===== src/rtl/sink_counter_c_pkg.sv =====
// Shared definitions for the sink counter: FSM states, read index codes
// and the position of the routing bit inside each FIFO word.
package sink_counter_c_pkg;

  typedef enum logic {
    S_COUNT = 1'b0,
    S_RESP  = 1'b1
  } state_t;

  localparam logic [1:0] IDX_D0  = 2'd0;
  localparam logic [1:0] IDX_D1  = 2'd1;
  localparam logic [1:0] IDX_SUM = 2'd2;
  localparam logic [1:0] IDX_RSV = 2'd3;

  // D0 words must carry 0 here, D1 words must carry 1.
  localparam int ROUTE_BIT = 4;

endpackage


===== src/rtl/sink_counter_c_sat_counter.sv =====
// Saturating up-counter for one lane. A clear loads the current beat
// (0 or 1) so a word arriving in the clear cycle is not lost.
module sat_counter_c #(
  parameter int CW = 5
) (
  input  logic          clk,
  input  logic          reset,
  input  logic          inc,
  input  logic          clr,
  output logic [CW-1:0] count,
  output logic          sat_hit
);

  localparam logic [CW-1:0] MAX = '1;

  // Increment attempted while already at the ceiling; a clear overrides it.
  assign sat_hit = inc & ~clr & (count == MAX);

  // Lane count: clear-with-beat, saturating increment, otherwise hold.
  always_ff @(posedge clk or posedge reset) begin
    // NOTE: state registers use non-blocking assignments so every flop
    // samples the pre-edge values regardless of block evaluation order.
    if (reset)
      count <= '0;
    else if (clr)
      count <= CW'(inc);
    else if (inc && (count != MAX))
      count <= count + 1'b1;
  end

endmodule


===== src/rtl/sink_counter_c.sv =====
// Output stage behind the transaction layer: pops FIFO D0/D1, counts the
// words actually delivered per lane, checks each word's routing bit and
// answers registered count reads while the layer FSM is idle.
module sink_counter_c
  import sink_counter_c_pkg::*;
#(
  parameter int DW = 6,
  parameter int CW = 5
) (
  input  logic          clk,
  input  logic          reset,
  input  logic          drain_en,
  input  logic          d0_empty,
  input  logic          d1_empty,
  input  logic [DW-1:0] d0_data,
  input  logic          d0_valid,
  input  logic [DW-1:0] d1_data,
  input  logic          d1_valid,
  input  logic          idle_in,
  input  logic          clr,
  input  logic          req,
  input  logic [1:0]    idx,
  output logic          pop_d0,
  output logic          pop_d1,
  output logic [CW:0]   resp_data,
  output logic          resp_valid,
  output logic          ovf,
  output logic          route_err
);

  logic [CW-1:0] cnt_d0;
  logic [CW-1:0] cnt_d1;
  logic          sat_d0;
  logic          sat_d1;
  logic [CW:0]   sum;
  logic [CW:0]   sel_value;
  logic [CW:0]   resp_q;
  logic          route_hit;
  logic          accept;
  state_t        state_q;
  state_t        state_d;

  // Only the routing bit of each word matters here; the payload is folded
  // into a deliberately unused net.
  logic unused_data;
  assign unused_data = ^{d0_data, d1_data};

  // Pops go straight out; reset forces them low without waiting for a clock.
  assign pop_d0 = drain_en & ~d0_empty & ~reset;
  assign pop_d1 = drain_en & ~d1_empty & ~reset;

  sat_counter_c #(.CW(CW)) u_cnt_d0 (
    .clk     (clk),
    .reset   (reset),
    .inc     (d0_valid),
    .clr     (clr),
    .count   (cnt_d0),
    .sat_hit (sat_d0)
  );

  sat_counter_c #(.CW(CW)) u_cnt_d1 (
    .clk     (clk),
    .reset   (reset),
    .inc     (d1_valid),
    .clr     (clr),
    .count   (cnt_d1),
    .sat_hit (sat_d1)
  );

  // Widened before adding, so the sum can never wrap.
  assign sum = {1'b0, cnt_d0} + {1'b0, cnt_d1};

  assign route_hit = (d0_valid &  d0_data[ROUTE_BIT])
                   | (d1_valid & ~d1_data[ROUTE_BIT]);

  assign accept = req & idle_in;

  // Sticky flags; a clear still lets this cycle's route check land.
  always_ff @(posedge clk or posedge reset) begin
    if (reset) begin
      ovf       <= 1'b0;
      route_err <= 1'b0;
    end else if (clr) begin
      ovf       <= 1'b0;
      route_err <= route_hit;
    end else begin
      ovf       <= ovf | sat_d0 | sat_d1;
      route_err <= route_err | route_hit;
    end
  end

  // Read mux over the pre-edge counter values, so a read coincident with a
  // clear returns the value before clearing.
  always_comb begin
    // NOTE: every combinational output gets a default first so no path
    // leaves it unassigned and no latch is inferred.
    sel_value = '0;
    unique case (idx)
      IDX_D0:  sel_value = {1'b0, cnt_d0};
      IDX_D1:  sel_value = {1'b0, cnt_d1};
      IDX_SUM: sel_value = sum;
      IDX_RSV: sel_value = '0;
      default: sel_value = '0;
    endcase
  end

  // FSM state and the captured response value.
  always_ff @(posedge clk or posedge reset) begin
    if (reset) begin
      state_q <= S_COUNT;
      resp_q  <= '0;
    end else begin
      state_q <= state_d;
      if (accept)
        resp_q <= sel_value;
    end
  end

  // Next state and outputs: a read is served the cycle after it is accepted,
  // and a new accepted read can follow immediately.
  always_comb begin
    state_d    = S_COUNT;
    resp_valid = 1'b0;
    resp_data  = '0;
    unique case (state_q)
      S_COUNT: begin
        if (accept)
          state_d = S_RESP;
      end
      S_RESP: begin
        resp_valid = 1'b1;
        resp_data  = resp_q;
        if (accept)
          state_d = S_RESP;
      end
      default: state_d = S_COUNT;
    endcase
  end

endmodule

===== config.mk =====
export PLATFORM = sky130hd
export DESIGN_NAME = sink_counter_c
export DESIGN_NICKNAME = d
export VERILOG_FILES = /design/src/rtl/sink_counter_c_pkg.sv /design/src/rtl/sink_counter_c_sat_counter.sv /design/src/rtl/sink_counter_c.sv
export SDC_FILE = /design/constraint.sdc
export NUM_CORES = 1
export LEC_CHECK = 0
export BUFFER_PORTS_ARGS = -buffer_cell sky130_fd_sc_hd__buf_2
export CAP_MARGIN = 20
export CORE_AREA = 5 5 55 57
export CTS_CLUSTER_SIZE = 20
export DETAILED_ROUTE_END_ITERATION = 12
export DIE_AREA = 0 0 60 62
export PLACE_DENSITY = 0.86
export SLEW_MARGIN = 40
export SYNTH_ARGS = -nofsm -noshare
export SYNTH_HDL_FRONTEND = slang
export SYNTH_SLANG_ARGS = --single-unit

===== constraint.sdc =====
create_clock -name clk -period 1.8 [get_ports clk]
set_input_delay 0.09 -clock clk [delete_from_list [all_inputs] [get_ports clk]]
set_output_delay 0.09 -clock clk [all_outputs]
set_load 0.005 [all_outputs]

======== Word-level counts from Yosys, hierarchy flattened ========
Cells that the tools add are included.
storage, ports and cells
  bits of input ports ..................... 24
  register bits ........................... 19
operators by class
  multiplexer cells ....................... 10
  bitwise gates (word level) .............. 20
  add/subtract/negate cells ............... 3
  reductions and logical operators ........ 5
  equal/unequal tests ..................... 7
operators with widths
  cell                                                              count
  6-bit case mux with 4 select lines                                1
  5-bit two-way mux                                                 4
  1-bit AND                                                         11
  5-bit by 1-bit adder with 5-bit output (second input constant)    2
  5-bit == test (second input constant)                             2
  5-bit != test (second input constant)                             2
  5-bit by 5-bit adder with 6-bit output                            1
  6-bit two-way mux                                                 1
  1-bit NOT                                                         5
  2-bit == test (second input constant)                             2
  1-bit two-way mux                                                 4
  1-bit OR                                                          4
  2-bit nonzero test                                                2
  2-bit by 1-bit == test with 1-bit output (second input constant)  1
  1-bit logical AND                                                 2
  2-bit logical NOT                                                 1

======== Depth between registers and ports, before layout ========
  depth after elaboration ................. 6
  depth in mapped cells ................... 6
  depth with buffers taken out ............ 6

======== Modules after synthesis ========
From an unflattened synthesis, not the netlist that was laid out.
unflattened totals
  cell total of the unflattened synthesis .. 125
  area, all modules ....................... 1,246.2 µm²
modules (own cells, without submodules)
  module          area an instance (µm²)  cells an instance  times used  seq. area each (µm²)
  sink_counter_c  663.1                   73                 1           225.2
  sat_counter_c   291.5                   26                 2           125.1

======== Worst setup path after synthesis ========
OpenSTA, ideal clock, no wires.
  path kind ............................... reg-to-reg
  from .................................... register u_cnt_d0.count[0]
  to ...................................... register u_cnt_d0.count[3]
  setup slack ............................. 0.112 ns
  clock period less this slack ............ 1.688 ns
  data arrival time ....................... 1.610 ns
  stages on the path, launching flop included .. 7
  path through ............................ dfrtp_1 ha_1 and3_1 ha_1 nand3b_1 or3_1 a21oi_1
between the ends
  longest elaborated chain between the ends .. 3
  elaborated cells on any way between the ends .. 6
  classes of those cells .................. 1 x add/sub; 1 x eq/ne; 2 x mux; 2 x reduce/logical
ends and longest elaborated chain
  what                                                                            RTL line                                                            RTL
  from (decl)                                                                     sink_counter_c_sat_counter.sv:10                                    output logic [CW-1:0] count,
  from (signal assigned)                                                          sink_counter_c_sat_counter.sv:26                                    count <= CW'(inc);
  from (signal assigned)                                                          sink_counter_c_sat_counter.sv:28                                    count <= count + 1'b1;
  5-bit by 1-bit adder with 5-bit output / 5-bit != test (equally long branches)  sink_counter_c_sat_counter.sv:28, sink_counter_c_sat_counter.sv:27
  5-bit two-way mux / 1-bit logical AND (equally long branches)                   sink_counter_c_sat_counter.sv:27                                    else if (inc && (count != MAX))
  5-bit two-way mux / 2-bit nonzero test (equally long branches)                  -
Several ways; a longest one is shown, not always the timed one. The select of a mux whose other input is x is not followed.
A chain may end at the register's enable or synchronous reset.

======== Worst setup path in the final report ========
  from .................................... register u_cnt_d0.count[0]
  to ...................................... register resp_q[4]
between the ends
  longest elaborated chain between the ends .. 2
ends and longest elaborated chain
  what                                    RTL line               RTL
  5-bit by 5-bit adder with 6-bit output  sink_counter_c.sv:71   assign sum = {1'b0, cnt_d0} + {1'b0, cnt_d1};
  6-bit case mux with 4 select lines      sink_counter_c.sv:98   unique case (idx)
  to (signal assigned)                    sink_counter_c.sv:115  resp_q <= sel_value;
  to (decl)                               sink_counter_c.sv:37   logic [CW:0] resp_q;
No other way between the ends.

==> run summary <==
The clock sink count is 19. In the finished design, the share of the clock period the worst path needs comes to 0.9630. Counting along the longest clock path gives a buffer depth of 2. The share of the yosys chip area belonging to registers is 0.3901. The power per cell area came out at 610.3 nW/um2.

The type of element launching the critical path is a flop. The worst hold endpoint is route_err$_DFF_PP0_. The end of the worst register-to-register path is resp_q[4]$_DFFE_PP0P_.

The share of total power dissipated in sequential elements is 0.526. The clock tree from TritonCTS is built. The register area is 476.7 um2. Counting instances in the post-synthesis netlist gives the leading cell types as sky130_fd_sc_hd__dfrtp_1, sky130_fd_sc_hd__nor2_1, sky130_fd_sc_hd__ha_1.

The number of antenna diodes came out at 0. The number of iterations in the first detailed-routing pass came out at 4. The number of instances in the synthesized netlist came out at 124. STA classifies the critical path endpoint as a flop. The remaining max-slew budget at the tightest pin is 0.8106. The total of max-cap violations came out at 0. The placeable core region is 2432 um2. Of the total power, the share spent switching nets is 0.2843.

The met2 track demand over resource came out at 0.2870. The wire length of the first global-routing pass is 4.360 mm. The post-synth design cell area came out at 1219 um2. The die is 62 um tall. The number of antenna violations at the first check in global routing came out at 0. The routability congestion estimate is 0.8019.

The global-route congestion overflow total is 0. In the final design database the tool counted 196 nets. The startpoint identified for the worst hold timing path is d0_data[4]. The number of primary I/O pins is 35. The setup slack on the worst flop-to-flop path is 70 ps. The startpoint identified for the worst register-to-register timing path is u_cnt_d0.count[0]$_DFFE_PP0P_.

The hold-critical path depth came out at 3. After synthesis the netlist holds a flip-flop and latch count of 19. The flow ran to the end, and the final reports show no timing, DRC or antenna violations. The number of levels in the clock H-tree is 1.

The pin count of the biggest net entering global routing is 21. In the post-synthesis netlist, the biggest area contributors are sky130_fd_sc_hd__dfrtp_1, sky130_fd_sc_hd__ha_1, sky130_fd_sc_hd__mux2i_1, sky130_fd_sc_hd__nor2_1, sky130_fd_sc_hd__and2_1. The net switching power figure came out at 0.2601 mW. After detailed placement, the total cell area comes to 1399 um2.

The max-slew violation count came to 0. In this run, synthesis inferred 0 flip-flops with an integrated enable. Summing all non-filler instances in the final layout gives an area of 1499 um2.

After detailed routing, the average wire length per cell comes to 14.06 um. In the global route stage, met1 resource usage came out at 0.1692. The dominant cell type by area after synthesis is sky130_fd_sc_hd__dfrtp_1. The sum of negative setup slack is 0 ps. The highest clock frequency the design can meet came out at 576.9 MHz. The number of warning messages in the yosys log is 0. Of the total power, the clock network draws 0.233. The root buffer cell chosen for the clock tree is sky130_fd_sc_hd__clkbuf_4. Setup violations remaining at the end of the flow were counted as 0. The later pin in the worst-skew pair is clocked with a latency of 290 ps.

The average cell area after synthesis came out at 9.828 um2. The count of nets left with antenna violations after detail routing is 0. The internal cell power came out at 0.6547 mW. For this run, global-route usage on met3 was measured as 0.02479. Wires add up to 2.685 mm.

The worst clock skew is 3.223 ps. The cell row count came out at 18. The minimum period implied by the final worst setup slack came out at 1733 ps. The full die area is 3720 um2. The global routing stage identified its most utilized layer as met2. The via count of the routed design came out at 1064. The filler cell count is 217. The initial standard-cell utilization of the core is 0.5010.

The multi-input combinational cells in the finished layout cover a total of 719.4 um2. At the pin with the least slew margin, the transition time is 284.1 ps. The dominant register cell in the synthesized netlist is sky130_fd_sc_hd__dfrtp_1. The leakage power is 0.7794 nW. The worst setup path is of the flop to flop kind.

Hold timing on the final database bottoms out at a slack of 10.51 ps. The worst hold path belongs to the class primary input to flop. The worst vdd rail ir drop is 468.1 uV. The final hold violation count is 0.

The quantity of I/O buffers inserted on ports is 24. For this run, the total global-route usage over all layers was measured as 0.1554. The detailed-placement wirelength estimate is 2.035 mm. The count of cells along the worst register-to-register path came out at 6. The number of buffers created by CTS came out at 3.

The data required time at the worst endpoint came out at 2020 ps. The vias per cell came out at 5.571. The fraction of synthesized cell area taken by the top area cell type came out at 0.3901. After clock tree synthesis, the clock-pin slew on the worst setup and hold paths is 110 ps. The biggest fanout along the worst timing path came out at 4. The die outline width came out at 60 um. The most common cell in the synthesized netlist is sky130_fd_sc_hd__dfrtp_1. The data arrival time at the worst-slack endpoint came out at 1950 ps.

The number of design-rule violations left by the first detailed-router iteration came out at 16. The post-detailed-route DRC marker count is 0. For this run, asynchronously set or reset flops after synthesis account for 1.000. The via count of the first global-routing pass came out at 1069. The layout cell share with drive strength beyond 1 came out at 0.3043. The layout-stage area growth over the synthesis result came out at 23.00%. After synthesis, the netlist uses 36 different library cells. The combinational power share is 0.241. The net count of the mapped netlist came out at 158.
-- placed cells by master, fill, tap and decap left out, types with 2 or more instances in the layout --
master,count
sky130_fd_sc_hd__buf_2,24
sky130_fd_sc_hd__dfrtp_1,18
sky130_fd_sc_hd__nor2_1,13
sky130_fd_sc_hd__buf_4,10
sky130_fd_sc_hd__mux2i_1,8
sky130_fd_sc_hd__inv_1,8
sky130_fd_sc_hd__nand2_1,6
sky130_fd_sc_hd__and2_1,6
sky130_fd_sc_hd__ha_1,6
sky130_fd_sc_hd__a21oi_1,5
sky130_fd_sc_hd__o21a_1,4
sky130_fd_sc_hd__o221ai_1,4
sky130_fd_sc_hd__nand3b_1,4
sky130_fd_sc_hd__xor2_1,3
sky130_fd_sc_hd__ha_2,3
sky130_fd_sc_hd__clkbuf_4,3
sky130_fd_sc_hd__and2b_1,2
sky130_fd_sc_hd__nand2b_1,2
sky130_fd_sc_hd__a21o_1,2
sky130_fd_sc_hd__and3_1,2
sky130_fd_sc_hd__o21ai_1,2
sky130_fd_sc_hd__or3_1,2
sky130_fd_sc_hd__a21oi_2,2
sky130_fd_sc_hd__a211oi_1,2
-- state kept, by name, summed over array words and instances, names as in the netlist --
signal / flops
state_q: 1
route_err: 1
resp_q: 6
u_cnt_d1.count: 5
u_cnt_d0.count: 5
ovf: 1
-- worst max-delay path by stage --
stage / from / end / cells past startpoint
finish: u_cnt_d0.count[0]$_DFFE_PP0P_ / resp_q[4]$_DFFE_PP0P_ / 6
global route: u_cnt_d0.count[1]$_DFFE_PP0P_ / u_cnt_d0.count[3]$_DFFE_PP0P_ / 7
CTS: u_cnt_d1.count[0]$_DFFE_PP0P_ / u_cnt_d1.count[3]$_DFFE_PP0P_ / 6
detailed placement: u_cnt_d1.count[0]$_DFFE_PP0P_ / resp_q[4]$_DFFE_PP0P_ / 6
global placement: u_cnt_d1.count[0]$_DFFE_PP0P_ / resp_q[4]$_DFFE_PP0P_ / 6
floorplan: u_cnt_d0.count[0]$_DFFE_PP0P_ / u_cnt_d0.count[3]$_DFFE_PP0P_ / 6
-- power by group through the flow --
stage               Clock, mW  Combinational, mW  Sequential (mW)
floorplan                   0              0.120            0.484
global placement            0              0.181            0.488
detailed placement          0              0.191            0.491
CTS                     0.226              0.208            0.482
global route            0.244              0.247            0.486
finish                  0.213              0.220            0.482
-- cell type report --
cell class | count | share of cell area
tap | 30 | 0.02504
timing repair buffer | 35 | 0.1369
multi-input combinational | 94 | 0.4800
inverter | 9 | 0.02254
sequential | 19 | 0.3180
clock buffer | 4 | 0.01753
-- critical path, cell delays in order, from the launching register on --
cell and delay, ps:
sky130_fd_sc_hd__dfrtp_1 420, sky130_fd_sc_hd__ha_2 200, sky130_fd_sc_hd__inv_1 50, sky130_fd_sc_hd__fa_2 350
sky130_fd_sc_hd__nand2b_4 160, sky130_fd_sc_hd__a2111o_1 370, sky130_fd_sc_hd__o211ai_1 100
-- what timing repair did --
item	CTS	global route
gates resized for setup	3	7
endpoints found under the setup margin	3	3
buffers inserted	3	2
hold buffers	1	0
pin swaps	0	5
endpoints found under the hold margin	19	0
-- metrics by stage --
step           setup slack (ps)  instances  utilization  total power, mW
3_5_place_dp             -68.15        181       0.5751           0.6825
4_1_cts                   4.597        189       0.6019           0.9154
5_1_grt                  -22.95        191       0.6163           0.9771
2_1_floorplan             112.1        124            -           0.6044
3_3_place_gp              27.89        181       0.5751           0.6691
6_report                  66.54        191       0.6163           0.9148
-- metal layers --
layer	routed length (um)	vias up	share of wire
met2	1357	28	0.51
met3	174	2	0.065
met4	14	0	0.0052
met5	0	-	0
li1	-	521	-
met1	1137	513	0.42
-- kinds of logic (layout without fill, tap and decap cells) --
kind of cell	after synthesis	in the layout	share of synthesized area
AND/OR/NAND/NOR	41	41	0.1838
AO/OA/AOI/OAI	31	31	0.1807
flip-flops	19	19	0.3901
buffers and inverters	11	48	0.04004
adder cells (fa/ha/maj)	10	10	0.1088
multiplexers	9	9	0.07495
XOR/XNOR	3	3	0.02156
(Power assumes the default switching activity.)
